--- config.mk ---
export PLATFORM = sky130hd
export DESIGN_NAME = uart_ctrl_tx_flat
export DESIGN_NICKNAME = d
export VERILOG_FILES = /design/src/rtl/uart_ctrl_tx_if.sv /design/src/rtl/uart_ctrl_tx.sv /design/src/flat_wrapper.sv
export SDC_FILE = /design/constraint.sdc
export NUM_CORES = 1
export LEC_CHECK = 0
export CAP_MARGIN = 15
export CORE_MARGIN = 8
export CORE_UTILIZATION = 45
export CTS_BUF_LIST = sky130_fd_sc_hd__clkbuf_4
export DETAILED_ROUTE_END_ITERATION = 8
export PLACE_DENSITY_LB_ADDON = 0.2
export SLEW_MARGIN = 25
export SYNTH_ARGS = -nofsm -noshare
export SYNTH_HDL_FRONTEND = slang
export SYNTH_SLANG_ARGS = --single-unit
--- constraint.sdc ---
create_clock -name clk -period 1.7 [get_ports clk]
set_input_delay 0.17 -clock clk [delete_from_list [all_inputs] [get_ports clk]]
set_output_delay 0.17 -clock clk [all_outputs]
set_load 0.02 [all_outputs]
--- src/rtl/uart_ctrl_tx_if.sv ---
// User-side request/ready handshake of the UART transmitter.
interface uart_ctrl_tx_if;
    logic       start;
    logic [7:0] data;
    logic       ready;

    modport master (output start, output data, input ready);
    modport slave  (input start, input data, output ready);
endinterface

--- src/rtl/uart_ctrl_tx.sv ---
// UART transmitter: one 8N1 frame per accepted request, bit timing from an internal baud counter.
// Optional macro UART_TX_PARITY_EN inserts an even-parity bit before the stop bit.
module uart_ctrl_tx #(
    parameter int unsigned BAUDRATE = 104
) (
    input  logic          clk,
    input  logic          rst,
    uart_ctrl_tx_if.slave bus,
    output logic          tx
);

`ifdef UART_TX_PARITY_EN
    localparam int unsigned FRAME_BITS = 11;
`else
    localparam int unsigned FRAME_BITS = 10;
`endif
    localparam int unsigned BAUD_W = $clog2(BAUDRATE);
    localparam int unsigned BIT_W  = 4;
    localparam logic [BAUD_W-1:0] BAUD_MAX = BAUD_W'(BAUDRATE - 1);
    localparam logic [BIT_W-1:0]  LAST_BIT = BIT_W'(FRAME_BITS - 1);

    typedef enum logic [1:0] {IDLE, TRANS, DONE} state_e;

    state_e                  state_q;
    logic [FRAME_BITS-1:0]   shift_q;
    logic [BAUD_W-1:0]       baud_q;
    logic [BIT_W-1:0]        bit_q;
    logic                    tx_q;
    logic                    ready_q;
    logic [FRAME_BITS-1:0]   frame_c;

    // Frame image, LSB goes out first: start bit, data, [parity], stop bit.
`ifdef UART_TX_PARITY_EN
    assign frame_c = {1'b1, ^bus.data, bus.data, 1'b0};
`else
    assign frame_c = {1'b1, bus.data, 1'b0};
`endif

    // tx_q always holds the level for the next cycle so the pin is purely registered.
    always_ff @(posedge clk or posedge rst) begin
        if (rst) begin
            state_q <= IDLE;
            shift_q <= '1;
            baud_q  <= '0;
            bit_q   <= '0;
            tx_q    <= 1'b1;
            ready_q <= 1'b1;
        end else begin
            case (state_q)
                IDLE: begin
                    tx_q    <= 1'b1;
                    ready_q <= 1'b1;
                    if (bus.start) begin
                        shift_q <= frame_c;
                        baud_q  <= '0;
                        bit_q   <= '0;
                        tx_q    <= 1'b0;
                        ready_q <= 1'b0;
                        state_q <= TRANS;
                    end
                end
                TRANS: begin
                    if (baud_q == BAUD_MAX) begin
                        baud_q  <= '0;
                        shift_q <= {1'b1, shift_q[FRAME_BITS-1:1]};
                        bit_q   <= bit_q + BIT_W'(1);
                        if (bit_q == LAST_BIT) begin
                            tx_q    <= 1'b1;
                            state_q <= DONE;
                        end else begin
                            tx_q <= shift_q[1];
                        end
                    end else begin
                        baud_q <= baud_q + BAUD_W'(1);
                    end
                end
                DONE: begin
                    tx_q    <= 1'b1;
                    ready_q <= 1'b1;
                    state_q <= IDLE;
                end
                default: begin
                    tx_q    <= 1'b1;
                    ready_q <= 1'b1;
                    state_q <= IDLE;
                end
            endcase
        end
    end

    assign tx        = tx_q;
    assign bus.ready = ready_q;

endmodule

--- src/flat_wrapper.sv ---
// flat-port wrapper written by rule: the top's interface ports become plain ports
module uart_ctrl_tx_flat 
#(
    parameter int unsigned BAUDRATE = 104
)
  (clk, rst, tx, bus_start, bus_data, bus_ready);
  uart_ctrl_tx_if bus_i ();
  input  logic clk;
  input  logic rst;
  output logic tx;
  input wire logic [$bits(bus_i.start)-1:0] bus_start;
  input wire logic [$bits(bus_i.data)-1:0] bus_data;
  output wire logic [$bits(bus_i.ready)-1:0] bus_ready;
  assign bus_i.start = bus_start;
  assign bus_i.data = bus_data;
  assign bus_ready = bus_i.ready;
  uart_ctrl_tx #(.BAUDRATE(BAUDRATE)) u_core (.clk(clk), .rst(rst), .bus(bus_i), .tx(tx));
endmodule
==> impl_metrics.env, run 1 <==
export IMPL_status="completed"
export IMPL_syn_num_nets=125
export IMPL_top_layer="met4"
export IMPL_antenna_found_initial=0
export IMPL_cp_start_kind="flop"
export IMPL_tns_ns=0
export IMPL_post_route_min_period_ns=1.64
export IMPL_num_rows=18
export IMPL_synthFlopType="dfrtp_1"
export IMPL_h_tree_depth=1
export IMPL_critPathMaxFanout=2
export IMPL_dr_wl_met3_um=103
export IMPL_p_total_mw=2.13
export IMPL_synth_simple_area_share=0.192
export IMPL_hold_viol_final=0
export IMPL_holdWs_ns=0.180
export IMPL_core_um2=2500
export IMPL_worst_ir_drop_vdd_v=0.000958
export IMPL_drt_iter0_markers=61
export IMPL_clockBufferDepth=2
export IMPL_r2r_slack_ns=0.07
export IMPL_utilization=0.564
export IMPL_nets=143
export IMPL_grt_overflow_total=0
export IMPL_drive_gt1_frac=0.266
export IMPL_cp_cell_sequence="clkdlybuf4s50_1"
export IMPL_yosys_mux_area_fraction=0.0179
export IMPL_synth_distinct_cells=36
export IMPL_worst_slew_pin_transition_ns=0.417
export IMPL_wl_met2_um=1300
export IMPL_dr_total_vias=953
export IMPL_final_seq_area_um2=588
export IMPL_slew_viol_final=0
export IMPL_ios=13
export IMPL_setup_viol=0
export IMPL_critPathArrivalTime_ns=1.47
export IMPL_multi_input_area_um2=573
export IMPL_synth_seq_cells=23
export IMPL_drc=0
export IMPL_synth_top_family_by_area="compound AO/OA/AOI/OAI gates"
export IMPL_synthCells=111
export IMPL_drt_pass1_iterations=4
export IMPL_worstHoldPathType="in2async"
export IMPL_cap_viol_max_count=0
export IMPL_area_delta_synth_final_pct=18.5
export IMPL_synth_edf_count=0
export IMPL_synth_compound_area_share=0.232
export IMPL_yosysSeqAreaShare=0.495
export IMPL_avgViaCountPerCell=6.03
export IMPL_timing_rr_start="u_core.baud_q[0]"
export IMPL_die_w_um=67.4
export IMPL_cpMaxStageDelayCell="clkdlybuf4s50_1"
export IMPL_numCtsBuffers=3
export IMPL_die_area_um2=4540
export IMPL_initial_utilization=0.475
export IMPL_end_kind="output pin"
export IMPL_cts_clk_slew_worst_paths_ns=0.13
export IMPL_grt_pass1_vias=1058
export IMPL_power_density_nw_per_um2=1510
export IMPL_postRouteAntennaNets=0
export IMPL_m1WireLength_um=1130
export IMPL_synthXorXnorAreaFrac=0
export IMPL_cp_top_family="buffers and inverters"
export IMPL_power_leakage_nw=0.571
export IMPL_fin_crit_sh=0.966
export IMPL_grt_usage=0.125
export IMPL_skew_ns=0.0100
export IMPL_io_buffers=12
export IMPL_cts_tree="yes"
export IMPL_nFillCells=215
export IMPL_dieHeight_um=67.4
export IMPL_routed_wl_um=2550
export IMPL_synth_warnings=0
export IMPL_clock_sinks=23
export IMPL_clockRootBuffer="clkbuf_4"
export IMPL_critPathKind="reg2out"
export IMPL_dp_hpwl_um=1840
export IMPL_fmax_ghz=0.609
export IMPL_max_slew_margin=0.721
export IMPL_syn_area_per_cell_um2=10.7
export IMPL_n_antenna_cell=0
export IMPL_yosys_area_share_adder=0.0316
export IMPL_grt_max_degree=24
export IMPL_routedWlPerCell_um=16.1
export IMPL_worstPathRequired_ns=1.53
export IMPL_crit_path_max_incr_delay_ns=0.61
export IMPL_grt_pass1_wl_um=4440
export IMPL_startpoint="u_core.tx"
export IMPL_synthesis_area_um2=1190
export IMPL_gp_congestion=0.833
export IMPL_async_reset_ff_frac=1.00
export IMPL_path_buf_inv=1
export IMPL_clock_latency_ns=0.31
[Yosys cell counts, types with 2 or more instances]
library cell	count	area, um2
a21o_1	2	15.0
a21oi_1	2	10.0
a31oi_1	5	31.3
and3_1	3	18.8
buf_2	4	20.0
dfrtp_1	13	325
dfstp_2	10	263
ha_1	3	37.5
inv_1	4	15.0
nand2_1	6	22.5
nand2b_1	7	43.8
nand3_1	4	20.0
nor2_1	3	11.3
nor4_1	2	12.5
o21ai_0	9	45.0
o221a_2	7	78.8
o22a_1	2	17.5
o22ai_1	3	18.8
or3_1	5	31.3
[routing by layer]
metal  GRT usage  vias up
li1            -      456
met1       0.138      473
met2       0.220       22
met3      0.0414        2
met4      0.0470        0
met5           0        -
[flip-flops by register name, indices dropped and copies added, names as in the netlist]
name              cells
u_core.bit_q          4
u_core.tx             1
u_core.baud_q         7
u_core.shift_q        8
u_core.state_q        2
u_core.bus.ready      1
[cell families after synthesis]
group | after synthesis
buf+inv | 9
compound gates | 37
fa+ha+maj | 3
simple gates | 37
mux | 2
flops | 23
[stage by stage]
stage	instance area, um2	setup slack (ns)	cells
final	1410	0.0574	158
after global routing	1410	-0.0111	158
after CTS	1400	0.0148	158
after detailed placement	1370	0.0493	154
after global placement	1370	0.0844	154
after floorplan	1190	0.185	111
[layout by cell type, fill, tap and decap left out, types with 2 or more instances in the layout]
cell,instances
a21o_1,2
a21oi_1,2
a31oi_1,5
and3_1,2
buf_4,6
clkbuf_4,4
clkdlybuf4s50_1,12
dfrtp_1,13
dfstp_2,10
ha_1,2
inv_1,4
nand2_1,6
nand2b_1,7
nand3_1,4
nor2_1,3
nor4_1,2
o21ai_0,9
o221a_2,7
o22a_1,2
o22ai_1,3
or3_1,5
[what timing repair did]
item,4_1_cts,5_1_grt
resized for setup,0,3
buffers inserted,0,0
endpoints found under the setup margin,0,11
hold buffers,0,0
[final timing paths]
kind,endpoint,cells after the start
hold reg to reg,u_core.shift_q[8],1
setup / recovery,tx,1
min in group clk,u_core.shift_q[8],1
max in group asynchronous,u_core.shift_q[7],3
setup reg to reg,u_core.bit_q[3],5
hold / removal,u_core.baud_q[1],3
[final cells by class]
type / instances / area share
repair buffers: 18 / 0.117
well taps: 30 / 0.0266
flip-flops and latches: 23 / 0.417
inverters: 4 / 0.0107
clock buffers: 4 / 0.0213
multi-input cells: 79 / 0.407
[where the power goes]
group	switching, mW	total, mW	internal [mW]
Sequential	0.228	1.11	0.885
Clock	0.165	0.273	0.108
Combinational	0.324	0.744	0.420
Total	0.717	2.13	1.41
Note: power is estimated with default switching activity, not from simulation.
==> inputs of run 2 (changes only) <==
TNS_END_PERCENT = 100   (was default)
==> results of run 2 <==
Final layout, timing and power as in run 1 (identical DEF).
==> inputs of run 3 (changes only) <==
clock period = 1.38 ns   (was 1.7 ns; I/O delays follow)
==> run 3 against run 2 <==
Against the previous run: sequential share of layout area is 4.1 points lower; largest power group unchanged; critical path depth is 4 higher; sequential power is 23% higher; critical endpoint is now u_core.baud_q[3]; routed wire length is 4.3% higher; die area stayed put; critical path type is now reg2reg; the run now ends with negative setup slack left; power is 34% higher; highest routed layer is now met3.
==> impl_metrics.env, run 3 (synthesis results as in run 1) <==
export IMPL_num_rows=18
export IMPL_worst_ir_drop_vdd_v=0.00109
export IMPL_rsz0062_at_grt="true"
export IMPL_grt_pass1_wl_um=4800
export IMPL_power_leakage_nw=0.654
export IMPL_drt_pass1_iterations=4
export IMPL_layout_commonest_cell="buf_4"
export IMPL_top_usage_layer="met1"
export IMPL_max_flop_register="u_core.shift_q"
export IMPL_drc=0
export IMPL_cpMaxStageDelayCell="dfrtp_1"
export IMPL_status="complete, but fails checks"
export IMPL_dp_hpwl_um=2010
export IMPL_avgViaCountPerCell=5.74
export IMPL_drive_gt1_frac=0.364
export IMPL_dp_slack_ns=-0.0771
export IMPL_clock_sinks=23
export IMPL_fin_crit_sh=1.04
export IMPL_end_kind="flop"
export IMPL_grt_usage=0.131
export IMPL_post_cts_buffers=0
export IMPL_cp_cell_sequence="ha_2, and3_4, and3_4, nor4_4, a211o_1"
export IMPL_h_tree_depth=1
export IMPL_crit_path_max_incr_delay_ns=0.38
export IMPL_ctsHoldBuffers=0
export IMPL_die_w_um=67.4
export IMPL_post_route_min_period_ns=1.43
export IMPL_nFillCells=201
export IMPL_setup_ws_ns=-0.0486
export IMPL_grt_use_met3=0.0232
export IMPL_largest_reg_flops=8
export IMPL_drt_iter0_markers=26
export IMPL_use_met2=0.189
export IMPL_io_buffers=12
export IMPL_numCtsBuffers=3
export IMPL_use_met1=0.197
export IMPL_area_delta_synth_final_pct=31.6
export IMPL_power_density_nw_per_um2=1820
export IMPL_dr_total_vias=975
export IMPL_postRouteAntennaNets=0
export IMPL_cts_tree="yes"
export IMPL_n_antenna_cell=0
export IMPL_crit_top_cell="and3_4"
export IMPL_ios=13
export IMPL_routedWlPerCell_um=15.6
export IMPL_clockRootBuffer="clkbuf_4"
export IMPL_worstPathRequired_ns=1.59
export IMPL_nets=155
export IMPL_grt_max_degree=24
export IMPL_critPathKind="reg2reg"
export IMPL_gp_congestion=0.808
export IMPL_antenna_found_initial=0
export IMPL_multi_input_area_um2=636
export IMPL_routed_wl_um=2660
export IMPL_path_buf_inv=0
export IMPL_cts_clk_slew_worst_paths_ns=0.13
export IMPL_fmax_ghz=0.700
export IMPL_final_seq_area_um2=588
export IMPL_die_area_um2=4540
export IMPL_worst_slew_pin_transition_ns=0.295
export IMPL_reg_top3="u_core.shift_q: 8 flops, u_core.baud_q: 7 flops, u_core.bit_q: 4 flops"
export IMPL_cp_start_kind="flop"
export IMPL_dieHeight_um=67.4
export IMPL_holdWs_ns=0.153
export IMPL_setup_viol=10
export IMPL_slew_viol_final=0
export IMPL_worstHoldPathType="in2async"
export IMPL_initial_utilization=0.475
export IMPL_violations="negative setup slack"
export IMPL_layout_common_cells="buf_4, dfrtp_1, clkdlybuf4s50_1, dfstp_2, nand2b_1"
export IMPL_utilization=0.626
export IMPL_grt_pass1_vias=1004
export IMPL_max_slew_margin=0.803
export IMPL_cap_viol_max_count=0
export IMPL_clockBufferDepth=2
export IMPL_cp_top_family="simple AND/OR/NAND/NOR gates"
export IMPL_core_um2=2500
export IMPL_grt_overflow_total=0
export IMPL_skew_ns=0.00155
export IMPL_hold_viol_final=0
export IMPL_critPathArrivalTime_ns=1.63
export IMPL_critPathMaxFanout=6
export IMPL_clock_latency_ns=0.31
export IMPL_p_total_mw=2.85
==> run 3: cell count changes in the layout (fill, tap and decap cells not counted), moves of 2 or more <==
cell	delta
buf_4	+11
o21ai_0	-3
o21ai_1	+3
clkdlybuf4s50_1	-2
o221a_2	-2
o221a_4	+2
==> run 3: worst paths after layout <==
path | from | endpoint | slack, ns | cells after the start
worst min-delay path | rst | u_core.bit_q[0] | 0.15 | 3
worst max-delay path | u_core.baud_q[0] | u_core.baud_q[3] | -0.05 | 5
min in group clk | bus_data[0] | u_core.shift_q[1] | 0.53 | 4
max in group asynchronous | rst | u_core.tx | 0.94 | 3
worst min register to register | u_core.shift_q[8] | u_core.shift_q[8] | 0.54 | 1
worst max register to register | u_core.baud_q[0] | u_core.baud_q[3] | -0.05 | 5
==> run 3: metrics by stage <==
step                      cell area (um2)  TNS (ns)  cells
final                                1560    -0.371    170
after global routing                 1560    -0.895    170
after CTS                            1530    -0.274    170
after detailed placement             1480    -0.485    166
after global placement               1480    -0.189    166
after floorplan                      1220    -0.601    111
==> run 3: final cells by class <==
cell class / instances / area share
multi-input combinational: 79 / 0.406
tap: 30 / 0.0240
timing repair buffer: 30 / 0.165
sequential: 23 / 0.376
inverter: 4 / 0.00960
clock buffer: 4 / 0.0192
==> run 3: power by group <==
group / leakage (nW) / switching [mW] / total (mW) / internal (mW)
clock: 0.0184 / 0.210 / 0.342 / 0.132
sequential: 0.258 / 0.264 / 1.36 / 1.09
combinational: 0.378 / 0.507 / 1.15 / 0.641
total: 0.654 / 0.980 / 2.85 / 1.87
==> run 3: routing by layer <==
layer / vias to the layer above / share of wire
li1: 487 / -
met1: 480 / 0.53
met2: 8 / 0.45
met3: 0 / 0.021
met4: 0 / 0
met5: - / 0
==> run 3: worst register-to-register path: cells and delay by family, from the launching register on <==
| family | cells | cell delay [ns] |
|---|---|---|
| fa+ha+maj | 1 | 0.18 |
| flops | 1 | 0.38 |
| compound gates | 1 | 0.23 |
| simple gates | 3 | 0.53 |
==> run 3: what timing repair did <==
action,in CTS,in global routing
endpoints found under the setup margin,14,19
resized for setup,6,9
pin swaps,4,1
